**config.mk**
```make
export PLATFORM = sky130hd
export DESIGN_NAME = ysyx_22040386_trap_ctrl
export DESIGN_NICKNAME = d
export VERILOG_FILES = /design/src/rtl/ysyx_22040386_csr_pkg.sv /design/src/rtl/ysyx_22040386_trap_pending.sv /design/src/rtl/ysyx_22040386_trap_ctrl.sv
export SDC_FILE = /design/constraint.sdc
export NUM_CORES = 1
export LEC_CHECK = 0
export CAP_MARGIN = 20
export CORE_ASPECT_RATIO = 0.6
export CORE_MARGIN = 4
export CORE_UTILIZATION = 30
export DETAILED_ROUTE_END_ITERATION = 10
export PLACE_DENSITY = 0.58
export REMOVE_ABC_BUFFERS = 1
export SLEW_MARGIN = 10
export SYNTH_ARGS = -nofsm -noshare
export SYNTH_HDL_FRONTEND = slang
export SYNTH_SLANG_ARGS = --single-unit
export TNS_END_PERCENT = 1
```
**constraint.sdc**
```tcl
create_clock -name i_TRAP_clk -period 3.8 [get_ports i_TRAP_clk]
set_input_delay 0.76 -clock i_TRAP_clk [delete_from_list [all_inputs] [get_ports i_TRAP_clk]]
set_output_delay 0.76 -clock i_TRAP_clk [all_outputs]
set_load 0.02 [all_outputs]
```
**src/rtl/ysyx_22040386_csr_pkg.sv**
```systemverilog
// Shared CSR definitions for the machine-mode trap path: CSR addresses,
// mstatus bit positions, cause codes and trap-sequencer state encodings.
package ysyx_22040386_csr_pkg;

    localparam logic [11:0] CSR_MSTATUS = 12'h300;
    localparam logic [11:0] CSR_MIE     = 12'h304;
    localparam logic [11:0] CSR_MTVEC   = 12'h305;
    localparam logic [11:0] CSR_MEPC    = 12'h341;
    localparam logic [11:0] CSR_MCAUSE  = 12'h342;
    localparam logic [11:0] CSR_MIP     = 12'h344;

    localparam int MSTATUS_MIE    = 3;
    localparam int MSTATUS_MPIE   = 7;
    localparam int MSTATUS_MPP_LO = 11;
    localparam int MSTATUS_MPP_HI = 12;
    localparam int MIE_MTIE       = 7;

    localparam logic [63:0] CAUSE_ECALL_M = 64'd11;
    localparam logic [63:0] CAUSE_MTI     = 64'h8000_0000_0000_0007;

    typedef enum logic [2:0] {
        ST_IDLE,
        ST_T_EPC,
        ST_T_CAUSE,
        ST_T_STATUS,
        ST_T_JUMP,
        ST_R_STATUS,
        ST_R_JUMP
    } trap_state_e;

    // Winner of the acceptance priority encode in IDLE.
    typedef enum logic [1:0] {
        SEL_NONE,
        SEL_IRQ,
        SEL_ECALL,
        SEL_MRET
    } trap_sel_e;

endpackage

```
**src/rtl/ysyx_22040386_trap_pending.sv**
```systemverilog
// Qualifies the CLINT timer interrupt and picks the highest-priority trap
// event (irq > ecall > mret) for the instruction at commit.
module ysyx_22040386_trap_pending
    import ysyx_22040386_csr_pkg::*;
(
    input  logic      i_PEND_valid,
    input  logic      i_PEND_ecall,
    input  logic      i_PEND_mret,
    input  logic      i_PEND_mtip,
    input  logic      i_PEND_mstatus_mie,
    input  logic      i_PEND_mie_mtie,
    output logic      o_PEND_irq,
    output trap_sel_e o_PEND_sel
);

    always_comb begin
        o_PEND_irq = i_PEND_valid & i_PEND_mtip & i_PEND_mstatus_mie & i_PEND_mie_mtie;
        o_PEND_sel = SEL_NONE;
        if (o_PEND_irq) begin
            o_PEND_sel = SEL_IRQ;
        end else if (i_PEND_valid && i_PEND_ecall) begin
            o_PEND_sel = SEL_ECALL;
        end else if (i_PEND_valid && i_PEND_mret) begin
            o_PEND_sel = SEL_MRET;
        end
    end

endmodule

```
**src/rtl/ysyx_22040386_trap_ctrl.sv**
```systemverilog
// Trap sequencer: on ecall/irq writes mepc, mcause, mstatus then jumps to
// mtvec; on mret restores mstatus then jumps to mepc. Stalls commit meanwhile.
module ysyx_22040386_trap_ctrl
    import ysyx_22040386_csr_pkg::*;
#(
    parameter int XLEN = 64
) (
    input  logic            i_TRAP_clk,
    input  logic            i_TRAP_rst,
    input  logic            i_TRAP_valid,
    input  logic            i_TRAP_ecall,
    input  logic            i_TRAP_mret,
    input  logic [XLEN-1:0] i_TRAP_pc,
    input  logic            i_TRAP_mtip,
    input  logic [XLEN-1:0] i_TRAP_mstatus,
    input  logic [XLEN-1:0] i_TRAP_mie,
    input  logic [XLEN-1:0] i_TRAP_mtvec,
    input  logic [XLEN-1:0] i_TRAP_mepc,
    output logic            o_TRAP_busy,
    output logic            o_TRAP_squash,
    output logic            o_TRAP_csr_wen,
    output logic [11:0]     o_TRAP_csr_waddr,
    output logic [XLEN-1:0] o_TRAP_csr_wdata,
    output logic            o_TRAP_redirect,
    output logic [XLEN-1:0] o_TRAP_target
);

    trap_state_e     r_state;
    trap_state_e     w_next;
    trap_sel_e       w_sel;
    logic            w_idle;
    logic            w_irq;
    logic            w_accept;
    logic            w_unused;

    logic [XLEN-1:0] r_cause;
    logic [XLEN-1:0] r_mstatus;
    logic [XLEN-1:0] r_mtvec;
    logic [XLEN-1:0] r_mepc;

    logic [XLEN-1:0] w_trap_status;
    logic [XLEN-1:0] w_ret_status;
    logic            w_wen;
    logic [11:0]     w_waddr;
    logic [XLEN-1:0] w_wdata;
    logic            w_redirect;
    logic [XLEN-1:0] w_target;

    assign w_idle = (r_state == ST_IDLE);

    // Gating valid with IDLE masks ecall/mret/mtip for the whole busy window.
    ysyx_22040386_trap_pending u_pending (
        .i_PEND_valid       (i_TRAP_valid & w_idle),
        .i_PEND_ecall       (i_TRAP_ecall),
        .i_PEND_mret        (i_TRAP_mret),
        .i_PEND_mtip        (i_TRAP_mtip),
        .i_PEND_mstatus_mie (i_TRAP_mstatus[MSTATUS_MIE]),
        .i_PEND_mie_mtie    (i_TRAP_mie[MIE_MTIE]),
        .o_PEND_irq         (w_irq),
        .o_PEND_sel         (w_sel)
    );

    assign w_accept      = (w_sel != SEL_NONE);
    assign o_TRAP_busy   = !w_idle | w_accept;
    assign o_TRAP_squash = w_accept & w_irq;

    assign w_unused = ^{i_TRAP_mie, r_mtvec[1:0]};

    always_comb begin
        w_next = r_state;
        unique case (r_state)
            ST_IDLE: begin
                unique case (w_sel)
                    SEL_IRQ, SEL_ECALL: w_next = ST_T_EPC;
                    SEL_MRET:           w_next = ST_R_STATUS;
                    default:            w_next = ST_IDLE;
                endcase
            end
            ST_T_EPC:    w_next = ST_T_CAUSE;
            ST_T_CAUSE:  w_next = ST_T_STATUS;
            ST_T_STATUS: w_next = ST_T_JUMP;
            ST_R_STATUS: w_next = ST_R_JUMP;
            default:     w_next = ST_IDLE;
        endcase
    end

    // The mret status is built from the live input because R_STATUS is only
    // ever entered from the acceptance cycle, before the snapshot lands.
    always_comb begin
        w_trap_status                                = r_mstatus;
        w_trap_status[MSTATUS_MPIE]                  = r_mstatus[MSTATUS_MIE];
        w_trap_status[MSTATUS_MIE]                   = 1'b0;
        w_trap_status[MSTATUS_MPP_HI:MSTATUS_MPP_LO] = 2'b11;

        w_ret_status                                 = i_TRAP_mstatus;
        w_ret_status[MSTATUS_MIE]                    = i_TRAP_mstatus[MSTATUS_MPIE];
        w_ret_status[MSTATUS_MPIE]                   = 1'b1;
        w_ret_status[MSTATUS_MPP_HI:MSTATUS_MPP_LO]  = 2'b11;
    end

    always_comb begin
        w_wen      = 1'b0;
        w_waddr    = '0;
        w_wdata    = '0;
        w_redirect = 1'b0;
        w_target   = '0;
        unique case (w_next)
            ST_T_EPC: begin
                w_wen   = 1'b1;
                w_waddr = CSR_MEPC;
                w_wdata = i_TRAP_pc;
            end
            ST_T_CAUSE: begin
                w_wen   = 1'b1;
                w_waddr = CSR_MCAUSE;
                w_wdata = r_cause;
            end
            ST_T_STATUS, ST_R_STATUS: begin
                w_wen   = 1'b1;
                w_waddr = CSR_MSTATUS;
                w_wdata = (w_next == ST_T_STATUS) ? w_trap_status : w_ret_status;
            end
            ST_T_JUMP: begin
                w_redirect = 1'b1;
                w_target   = {r_mtvec[XLEN-1:2], 2'b00};
            end
            ST_R_JUMP: begin
                w_redirect = 1'b1;
                w_target   = r_mepc;
            end
            default: ;
        endcase
    end

    always_ff @(posedge i_TRAP_clk) begin
        if (i_TRAP_rst) begin
            r_state          <= ST_IDLE;
            r_cause          <= '0;
            r_mstatus        <= '0;
            r_mtvec          <= '0;
            r_mepc           <= '0;
            o_TRAP_csr_wen   <= 1'b0;
            o_TRAP_csr_waddr <= '0;
            o_TRAP_csr_wdata <= '0;
            o_TRAP_redirect  <= 1'b0;
            o_TRAP_target    <= '0;
        end else begin
            r_state          <= w_next;
            o_TRAP_csr_wen   <= w_wen;
            o_TRAP_csr_waddr <= w_waddr;
            o_TRAP_csr_wdata <= w_wdata;
            o_TRAP_redirect  <= w_redirect;
            o_TRAP_target    <= w_target;
            if (w_accept) begin
                r_cause   <= w_irq ? XLEN'(CAUSE_MTI) : XLEN'(CAUSE_ECALL_M);
                r_mstatus <= i_TRAP_mstatus;
                r_mtvec   <= i_TRAP_mtvec;
                r_mepc    <= i_TRAP_mepc;
            end
        end
    end

endmodule

```
# --- Word level (Yosys, flattened, before mapping) ---
# Index checks and enable logic that the tools add are counted.
totals:
  word_cells: 50
  inputBits: 326
  n_memories: 0
  mem_bits_ro: 0
  latch_bits: 0
  output_inout_bits: 144
  register_bits: 401
  mem_bits_rw: 0
op_classes:
  bitwise: 6
  magnitude_cmp: 0
  mux: 12
  n_eq_ne: 13
  shift: 0
  div: 0
  mul: 0
  n_addsub: 0
  reduce_logical: 9
ops:
  columns: ["op", "n"]
  rows:
  - ["64-bit case mux with 3 select lines", 1]
  - ["64-bit 2-to-1 mux", 2]
  - ["64-bit case mux with 2 select lines", 1]
  - ["10-bit case mux with 3 select lines", 1]
  - ["3-bit case mux with 5 select lines", 1]
  - ["3-bit by 2-bit equality test with 1-bit output (second input constant)", 4]
  - ["3-bit equality test (second input constant)", 4]
  - ["3-bit by 1-bit equality test with 1-bit output (second input constant)", 2]
  - ["2-bit 2-to-1 mux", 3]
  - ["3-bit case mux with 2 select lines", 1]
  - ["2-bit OR reduction", 3]
  - ["1-bit AND", 5]
  - ["2-bit equality test (second input constant)", 2]
  - ["4-bit OR reduction", 1]
  - ["3-bit zero test", 1]
  - ["2-bit by 1-bit equality test with 1-bit output (second input constant)", 1]
  - ["1-bit logical AND", 2]
  - ["1-bit 2-to-1 mux", 2]
  - ["2-bit nonzero test", 1]
  - ["1-bit zero test", 1]
  - ["1-bit OR", 1]

# --- Longest topological paths before layout ---
# Gate-level depths: netlist of run 1.
depth:
  word_depth: 13
  mapped_depth: 7

# --- Hierarchy ---
# Synthesis of run 1 repeated with hierarchy kept, for this count alone.
unflattened:
  cells_unflattened: 1314
  hier_area_um2: 11716.2
by_module_without_submodules:
  columns: ["mod", "seq_area_each_um2", "area_per_inst_um2", "cells_each", "n_inst"]
  rows:
  - ["ysyx_22040386_trap_ctrl", 6526.3, 11671.2, 1309, 1]
  - ["ysyx_22040386_trap_pending", 0.0, 45.0, 5, 1]

# --- Worst setup path before layout of run 1 ---
# OpenSTA, ideal clock, no wires.
synth_path:
  kind: "input port to output port"
  start: "in i_TRAP_valid"
  end: "out o_TRAP_busy"
  setup_slack_ps: 1104
  stages: 6
  arrival_ps: 1936
  path_cell_list: "or4b_1 -> buf_2 -> buf_6 -> buf_6 -> nor2_2 -> or4_1"
synth_between:
  elab_chain_len: 7
  elab_cells_between_ends: 11
synth_rtl:
  columns: ["element", "line", "rtl"]
  rows:
  - ["from (decl)", "ysyx_22040386_trap_ctrl.sv:10", "input logic i_TRAP_valid,"]
  - ["1-bit AND *", "ysyx_22040386_trap_ctrl.sv:53", ".i_PEND_valid (i_TRAP_valid & w_idle),"]
  - ["1-bit AND or 1-bit logical AND (tied branches)", "ysyx_22040386_trap_pending.sv:17, ysyx_22040386_trap_pending.sv:23", null]
  - ["1-bit AND or 2-bit 2-to-1 mux (tied branches)", "ysyx_22040386_trap_pending.sv:17, ysyx_22040386_trap_pending.sv:23", null]
  - ["1-bit AND or 2-bit 2-to-1 mux (tied branches)", "ysyx_22040386_trap_pending.sv:17, ysyx_22040386_trap_pending.sv:21", null]
  - ["2-bit 2-to-1 mux *", "ysyx_22040386_trap_pending.sv:19", "if (o_PEND_irq) begin"]
  - ["2-bit nonzero test *", "ysyx_22040386_trap_ctrl.sv:63", "assign w_accept = (w_sel != SEL_NONE);"]
  - ["1-bit OR *", "ysyx_22040386_trap_ctrl.sv:64", "assign o_TRAP_busy = !w_idle | w_accept;"]
  - ["to (decl)", "ysyx_22040386_trap_ctrl.sv:19", "output logic o_TRAP_busy,"]
# Mark *: on every way between the ends. The rest lies on a longest branch, timed or not.

# --- Worst setup path in the final report of run 1 ---
layout_path:
  start: "in i_TRAP_mtip"
  end: "out o_TRAP_busy"
layout_between:
  elab_chain_len: 6
layout_rtl:
  columns: ["element", "line", "rtl"]
  rows:
  - ["from (decl)", "ysyx_22040386_trap_ctrl.sv:14", "input logic i_TRAP_mtip,"]
  - ["1-bit AND (3 in series)", "ysyx_22040386_trap_pending.sv:17", "o_PEND_irq = i_PEND_valid & i_PEND_mtip & i_PEND_mstatus_mie & i_PEND_mie_mtie;"]
  - ["2-bit 2-to-1 mux", "ysyx_22040386_trap_pending.sv:19", null]
  - ["2-bit nonzero test", "ysyx_22040386_trap_ctrl.sv:63", null]
  - ["1-bit OR", "ysyx_22040386_trap_ctrl.sv:64", null]
# Every way passes these cells.

==> results.json, run 1 <==
{
  "status": "complete, no violations",
  "clock-root-buffer": "clkbuf_16",
  "synth_cell_type_count": 47,
  "grtUsageTotal_pct": 19.36,
  "vias": 12160,
  "viasPerCell": 5.417,
  "setup_tns_ns": 0,
  "clkSlewWorstSetupHoldPaths_ns": 0.06,
  "avgSynthCellArea_um2": 9.073,
  "r2r_start": "r_state[2]",
  "layout-drive-gt1-share_pct": 5.886,
  "relSlewSlack_pct": 44.10,
  "holdBufCountCts": 0,
  "period_needed_ns": 3.567,
  "reg2reg_depth": 6,
  "min_from": "r_mepc[1]",
  "grt_first_pass_wirelength_mm": 71.19,
  "arrival_ns": 2.81,
  "fp.coreArea_um2": 40790,
  "critical-path-slowest-cell": "clkdlybuf4s50_1",
  "synth_flop_cell": "dfxtp_1",
  "crit_top_cell": "clkdlybuf4s50_1",
  "utilization_pct": 43.95,
  "hold_path.class": "flop to flop",
  "drc_errors": 0,
  "start_util_pct": 30.58,
  "finalSetupViolations": 0,
  "cp_max_fo": 5,
  "area_growth_pct": 43.73,
  "ant_nets": 0,
  "h-tree-depth": 2,
  "dp_slack_ns": 0.2285,
  "io_buffers": 395,
  "yosysTopAreaCell": "dfxtp_1",
  "hold_violations": 0,
  "ys_seq_area_share_pct": 52.31,
  "routabilityCongestion": 0.7717,
  "yosys_register_bits": 326,
  "cts_made_buffers": 34,
  "cp_cell_sequence": "clkdlybuf4s50_1, a311oi_4, nor2_2, or4_1, clkdlybuf4s50_1",
  "layout_common_cells": "clkdlybuf4s50_1, dfxtp_1, a21oi_1",
  "final_common_cell": "clkdlybuf4s50_1",
  "antenna_found_initial": 3,
  "die-area_um2": 45020,
  "rows": 57,
  "cts_tree": "yes",
  "grt_setup_unrepaired": "no",
  "grt_max_degree": 189,
  "min_path_cells": 1,
  "clkLatencyLatePin_ns": 0.51,
  "fp.dieW_um": 271.3,
  "holdWs_ns": 0.4548,
  "ios": 470,
  "clk_path_buf_depth": 3,
  "clock_sink_count": 326,
  "hold_end": "o_TRAP_target[1]",
  "num-nets-final": 1984,
  "dp_hpwl_mm": 27.78,
  "start_kind": "input pin",
  "endpoint_kind": "output pin",
  "synthTopCellsByArea": "dfxtp_1, a21oi_1, nand3_1",
  "fin_cells": 2245,
  "power_mw": 8.556,
  "fmax_ghz": 0.2804,
  "yosys_warnings": 0,
  "crit_type": "input pin to output pin",
  "netlist_instances": 1375,
  "maxSlewViolCount": 0,
  "peakVddDrop_mv": 0.2114,
  "post_cts_resized": 0,
  "wl_per_cell_um": 20.43,
  "synth-edff-count": 0,
  "critPathMaxStageDelay_ns": 0.58,
  "setup_slack_ns": 0.2331,
  "post_cts_buffers": 0,
  "power_leakage_nw": 5.926,
  "critPathRequiredTime_ns": 3.04,
  "synthArstFlopShare_pct": 0,
  "drt_wl_total_mm": 45.87,
  "syn_area_um2": 12480,
  "grt-ovfl-total": 0,
  "grt_pass1_vias": 11990,
  "postPlaceCellArea_um2": 16770,
  "fin_skew_ns": 0.01556,
  "reg2reg_to": "o_TRAP_csr_wdata[54]",
  "r2r_setup_slack_ns": 1.55,
  "netlist.area_leader.share_pct": 52.31,
  "first_iter_violations": 921,
  "cap_violations": 0,
  "drt_first_pass_iters": 7,
  "place_inst": 2182,
  "tightest_slew_ns": 0.8386,
  "cellPowerDensity_nw_per_um2": 477.2,
  "fp.dieH_um": 166.0,
  "finish.instance_area_um2": 17930,
  "period_share_pct": 93.86
}
-- power breakdown --
group	total [mW]	internal, mW	leakage [nW]	switching, mW
Combinational	1.39	0.569	2.71	0.825
Sequential	3.71	3.62	2.65	0.0864
Clock	3.45	2.07	0.564	1.38
Total	8.56	6.26	5.93	2.29
-- kinds of logic (layout without fill, tap and decap cells) --
family / after synthesis / count (layout) / synth area share, %
AO/OA/AOI/OAI: 576 / 576 / 28.53
buffers and inverters: 188 / 489 / 6.328
AND/OR/NAND/NOR: 282 / 282 / 12.66
other: 1 / 10 / 0.03006
XOR/XNOR: 2 / 2 / 0.1404
flip-flops: 326 / 326 / 52.31
-- sequential cells by signal (all words and copies together), names as in the netlist --
register / flops
r_cause: 3
o_TRAP_csr_waddr: 4
r_state: 3
r_mstatus: 61
o_TRAP_csr_wdata: 64
o_TRAP_target: 64
r_mtvec: 62
r_mepc: 64
o_TRAP_redirect: 1
-- worst max-delay path by stage --
stage	startpoint	end	slack, ns	cells after the start
6_report	i_TRAP_mtip	o_TRAP_busy	0.23	5
5_1_grt	i_TRAP_mtip	o_TRAP_busy	0.17	5
4_1_cts	i_TRAP_mtip	o_TRAP_busy	0.22	5
3_5_place_dp	i_TRAP_mtip	o_TRAP_busy	0.23	5
3_3_place_gp	i_TRAP_mtip	o_TRAP_busy	0.28	5
2_1_floorplan	i_TRAP_valid	o_TRAP_csr_wdata[7]	-8.16	3
-- cell usage after synthesis (3+ instances only) --
cell type and number:
o21ai_0 170, clkbuf_1 143, a21oi_1 189, nand3b_1 6, buf_2 28, a32oi_1 57
a211oi_1 58, a21o_1 4, nor2_1 5, a22o_1 62, o21ai_1 17, nand4_1 76
a311oi_1 4, nand3_1 176, buf_4 9, dfxtp_1 326, o21a_1 3, buf_1 3
-- worst max-delay path, delay by kind of cell --
| kind | cells | cell delay (ns) |
|---|---|---|
| compound gates | 1 | 0.41 |
| simple gates | 2 | 0.51 |
| buf+inv | 2 | 1.13 |
-- final cells by class --
type,instances,area [µm²]
fillers,3954,22860
flip-flops and latches,326,6526
multi-input cells,867,5231
repair buffers,426,4298
clock buffers,54,1070
well taps,560,700.7
clock inverters,6,86.33
inverters,3,11.26
diodes,3,7.507
-- routing by layer --
layer,part of all wire (%),global-route usage [%],up-vias
li1,-,-,5737
met1,46,26.74,5954
met2,45,30.09,411
met3,7.0,5.242,57
met4,2.0,4.924,2
met5,0.028,0,-
No activity file was read; power rests on OpenSTA's default activity.
==> run 2: changes to the inputs <==
Settings changed: CTS_CLUSTER_DIAMETER set to 150, GPL_TIMING_DRIVEN set to 0.
==> run 2 against run 1 <==
Effect of this change: clock skew shrank 0.0054 ns; power shrank 0.15%; largest cell class unchanged; clock power shrank 5%; register-to-register slack lost 0.60 ns; critical path type unchanged; critical path depth grew 2; largest power group unchanged; sequential power is essentially flat; critical endpoint unchanged; clock-buffer cell count is the same.
==> results.json, run 2 (same netlist as run 1, synthesis figures left out) <==
{
  "cp_max_fo": 16,
  "fp.dieH_um": 166.0,
  "grt_first_pass_wirelength_mm": 72.70,
  "endpoint_kind": "output pin",
  "period_needed_ns": 3.723,
  "critPathRequiredTime_ns": 3.04,
  "status": "complete, no violations",
  "cts_tree": "yes",
  "relSlewSlack_pct": 33.36,
  "critical-path-slowest-cell": "clkdlybuf4s50_1",
  "final_common_cell": "clkdlybuf4s50_1",
  "dp_slack_ns": -0.6228,
  "peakVddDrop_mv": 0.2479,
  "drt_wl_total_mm": 46.86,
  "die-area_um2": 45020,
  "reg2reg_depth": 7,
  "min_from": "r_mepc[0]",
  "r2r_setup_slack_ns": 0.95,
  "fp.dieW_um": 271.3,
  "setup_tns_ns": 0,
  "clock-root-buffer": "clkbuf_16",
  "min_path_cells": 1,
  "start_kind": "input pin",
  "grtUsageTotal_pct": 19.83,
  "ant_nets": 0,
  "multi_input_area_um2": 5260,
  "fp.coreArea_um2": 40790,
  "dp_hpwl_mm": 30.67,
  "cts_made_buffers": 34,
  "routabilityCongestion": 0.7530,
  "rows": 57,
  "start_util_pct": 30.58,
  "layout-drive-gt1-share_pct": 7.634,
  "first_iter_violations": 1030,
  "setup_slack_ns": 0.07652,
  "hold_end": "o_TRAP_target[0]",
  "clock_sink_count": 326,
  "crit_type": "input pin to output pin",
  "vias": 12360,
  "cellPowerDensity_nw_per_um2": 462.3,
  "drt_first_pass_iters": 5,
  "crit_top_cell": "buf_8",
  "grt_max_degree": 113,
  "power_leakage_nw": 6.186,
  "viasPerCell": 5.428,
  "clkLatencyLatePin_ns": 0.51,
  "hold_violations": 0,
  "clkSlewWorstSetupHoldPaths_ns": 0.06,
  "reg.largest.list": "o_TRAP_csr_wdata (64), o_TRAP_target (64), r_mepc (64)",
  "hold_path.class": "flop to flop",
  "grt_setup_unrepaired": "no",
  "reg2reg_to": "o_TRAP_csr_wdata[42]",
  "fill_cells": 3948,
  "critPathMaxStageDelay_ns": 0.57,
  "io_buffers": 395,
  "r2r_start": "r_state[1]",
  "cp_cell_sequence": "clkdlybuf4s50_1, a311oi_4, buf_8, buf_8, nor2_2, or4_1, dlygate4sd2_1",
  "fin_skew_ns": 0.01015,
  "grt_pass1_vias": 11980,
  "fmax_ghz": 0.2686,
  "holdBufCountCts": 0,
  "clk_path_buf_depth": 3,
  "area_growth_pct": 48.11,
  "period_share_pct": 97.99,
  "utilization_pct": 45.30,
  "layout_common_cells": "clkdlybuf4s50_1, dfxtp_1, a21oi_1",
  "maxSlewViolCount": 0,
  "power_mw": 8.543,
  "wl_per_cell_um": 20.58,
  "arrival_ns": 2.96,
  "num-nets-final": 2019,
  "finish.instance_area_um2": 18480,
  "postPlaceCellArea_um2": 17370,
  "finalSetupViolations": 0,
  "grt-ovfl-total": 0,
  "h-tree-depth": 2,
  "drc_errors": 0,
  "regArea_um2": 6528,
  "ios": 470,
  "tightest_slew_ns": 0.9953,
  "antenna_found_initial": 4,
  "cap_violations": 0
}
[run 2: cell types whose count changed in the layout (fill, tap and decap cells not counted), sizes merged]
cell           before  now
buf                32   66
bufinv              2    0
diode               3    1
clkbuf             55   54
or4b                1    3
clkdlybuf4s50     393  391
dlygate4sd2         0    2
inv                 3    4
[run 2: layout make-up]
class,instances,area share (%)
Multi-Input combinational cell,869,28.47
Timing Repair Buffer,459,26.54
Clock buffer,54,5.627
Tap cell,560,3.792
Clock inverter,5,0.1693
Inverter,3,0.06094
Antenna cell,1,0.01354
Sequential cell,326,35.33
[run 2: critical path: cells and delay by family]
kind | cells | cell delay (ns)
simple gates | 2 | 0.47
compound gates | 1 | 0.40
buf+inv | 4 | 1.33
[run 2: through the flow]
step	instances	hold WS, ns
2_1_floorplan	1196	0.4201
3_3_place_gp	2151	0.4367
3_5_place_dp	2213	0.4441
4_1_cts	2276	0.4546
5_1_grt	2277	0.4688
6_report	2277	0.4505
[run 2: metal layers]
metal,part of all wire (%),global-route usage [%]
met1,44,26.93
met2,46,31.14
met3,8.3,6.094
met4,1.8,4.495
met5,0.058,0
[run 2: power breakdown]
part	internal, mW	total, mW	switching, mW
registers	3.62	3.73	0.106
logic	0.685	1.54	0.853
clock network	1.88	3.28	1.40
[run 2: worst max path at each step]
stage / startpoint / end / slack, ns / cells after the start
3_5_place_dp: i_TRAP_mie[7] / o_TRAP_busy / -0.62 / 7
5_1_grt: i_TRAP_mtip / o_TRAP_busy / 0.02 / 7
3_3_place_gp: i_TRAP_valid / o_TRAP_csr_wdata[7] / -17.92 / 4
6_report: i_TRAP_mtip / o_TRAP_busy / 0.08 / 7
2_1_floorplan: i_TRAP_valid / o_TRAP_csr_wdata[7] / -8.16 / 3
4_1_cts: i_TRAP_mtip / o_TRAP_busy / 0.08 / 7
[run 2: timing repair]
action	4_1_cts	5_1_grt
setup endpoints to repair	2	0
resized for setup	3	0
buffers inserted	2	0
hold endpoints to repair	0	0
==> run 3: changes to the inputs <==
Settings changed: CORE_UTILIZATION 30 to 35, PLACE_DENSITY 0.58 to 0.66.
==> run 3 against run 2 <==
Effect of this change: global-route usage up 1.8 points; first-iteration DRC count up 2.8%; power up 2.7%; utilization up 7.4 points; largest power group unchanged; critical path type unchanged; combinational power about the same; wire length down 4.5%; flip-flop and latch count unchanged; largest cell class unchanged; worst hold slack better by 0.0043 ns; register-to-register slack worse by 0.32 ns.
==> results.json, run 3 (same netlist as run 1, synthesis figures left out) <==
{
  "cts_made_buffers": 34,
  "drt_first_pass_iters": 5,
  "cap_violations": 0,
  "cts_tree": "yes",
  "clk_path_buf_depth": 3,
  "grt_setup_unrepaired": "no",
  "finish.instance_area_um2": 18470,
  "final_common_cell": "clkdlybuf4s50_1",
  "io_buffers": 395,
  "cellPowerDensity_nw_per_um2": 474.9,
  "drt_wl_total_mm": 44.75,
  "first_iter_violations": 1059,
  "fin_skew_ns": 0.01461,
  "period_share_pct": 95.33,
  "rows": 53,
  "postPlaceCellArea_um2": 17230,
  "peakVddDrop_mv": 0.3511,
  "ant_nets": 0,
  "reg.largest.list": "o_TRAP_csr_wdata (64), o_TRAP_target (64), r_mepc (64)",
  "ios": 470,
  "num-nets-final": 2019,
  "viasPerCell": 5.685,
  "h-tree-depth": 2,
  "crit_type": "input pin to output pin",
  "grt_first_pass_wirelength_mm": 68.72,
  "tightest_slew_ns": 0.9319,
  "die-area_um2": 38830,
  "fp.dieW_um": 251.7,
  "dp_hpwl_mm": 29.33,
  "critPathRequiredTime_ns": 3.04,
  "clock-root-buffer": "clkbuf_16",
  "layout-drive-gt1-share_pct": 7.970,
  "cp_max_fo": 5,
  "grtUsageTotal_pct": 21.62,
  "vias": 12450,
  "post_cts_resized": 0,
  "clkSlewWorstSetupHoldPaths_ns": 0.06,
  "holdBufCountCts": 0,
  "maxSlewViolCount": 0,
  "grt_pass1_vias": 11960,
  "drc_errors": 0,
  "grt_max_degree": 113,
  "power_leakage_nw": 6.236,
  "antenna_found_initial": 3,
  "start_kind": "input pin",
  "start_util_pct": 35.56,
  "status": "complete, no violations",
  "relSlewSlack_pct": 37.87,
  "clkLatencyLatePin_ns": 0.51,
  "finalSetupViolations": 0,
  "hold_violations": 0,
  "area_growth_pct": 48.05,
  "hold_path.class": "flop to flop",
  "period_needed_ns": 3.623,
  "fp.dieH_um": 154.2,
  "setup_tns_ns": 0,
  "arrival_ns": 2.86,
  "fp.coreArea_um2": 35080,
  "wl_per_cell_um": 20.44,
  "endpoint_kind": "output pin",
  "routabilityCongestion": 0.7793,
  "fmax_ghz": 0.2760,
  "grt-ovfl-total": 0,
  "layout_common_cells": "clkdlybuf4s50_1, dfxtp_1, a21oi_1",
  "clock_sink_count": 326
}
==> run 3: path summary, 6_finish.rpt <==
path                             startpoint              endpoint  slack (ns)  cells past startpoint
worst max-delay path            i_TRAP_mtip           o_TRAP_busy        0.18                      5
worst min-delay path             r_mepc[50]     o_TRAP_target[50]        0.45                      1
worst max register to register   r_state[2]  o_TRAP_csr_wdata[54]        0.63                     10
worst min register to register   r_mepc[50]     o_TRAP_target[50]        0.45                      1
==> run 3: cell type report <==
type | count | area [µm²]
Antenna cell | 3 | 7.507
Clock buffer | 51 | 1039
Clock inverter | 11 | 140.1
Fill cell | 3185 | 16610
Inverter | 3 | 11.26
Multi-Input combinational cell | 869 | 5260
Sequential cell | 326 | 6526
Tap cell | 467 | 584.3
Timing Repair Buffer | 459 | 4902
==> run 3: power breakdown <==
group | switching (mW) | internal, mW | total, mW
clock | 1.42 | 2.11 | 3.53
sequential | 0.106 | 3.62 | 3.73
combinational | 0.833 | 0.683 | 1.52
==> run 3: timing repair <==
item | CTS | global route
setup endpoints to repair | 1 | 1
pin swaps | 2 | 0
buffers inserted | 1 | 3
endpoints found under the hold margin | 0 | 0
gates cloned | 1 | 1
==> run 3: routing by layer <==
metal	track usage [%]	part of all wire, %	vias to the layer above
li1	-	-	5835
met3	6.487	8.8	61
met2	34.26	46	503
met1	28.92	43	6044
met5	0	0.018	-
met4	5.806	2.2	2
==> run 3: stage by stage <==
step                      power (mW)  util, %  hold slack (ns)  cells  worst slack [ns]
after floorplan                4.431        -           0.4201   1196            -8.157
after global routing           9.145    52.64           0.4756   2188           0.08648
after detailed placement       5.286    49.13           0.4393   2118           -0.2348
final                          8.772    52.65           0.4548   2189            0.1774
after global placement         5.150    46.35           0.4332   2058            -17.16
after CTS                      8.849    52.54           0.4581   2182           0.05448
==> run 3: critical path, stage by stage <==
cell	delay [ns]
clkdlybuf4s50_1	0.57
a311oi_4	0.43
nor2_2	0.09
or4_1	0.42
clkdlybuf4s50_1	0.59
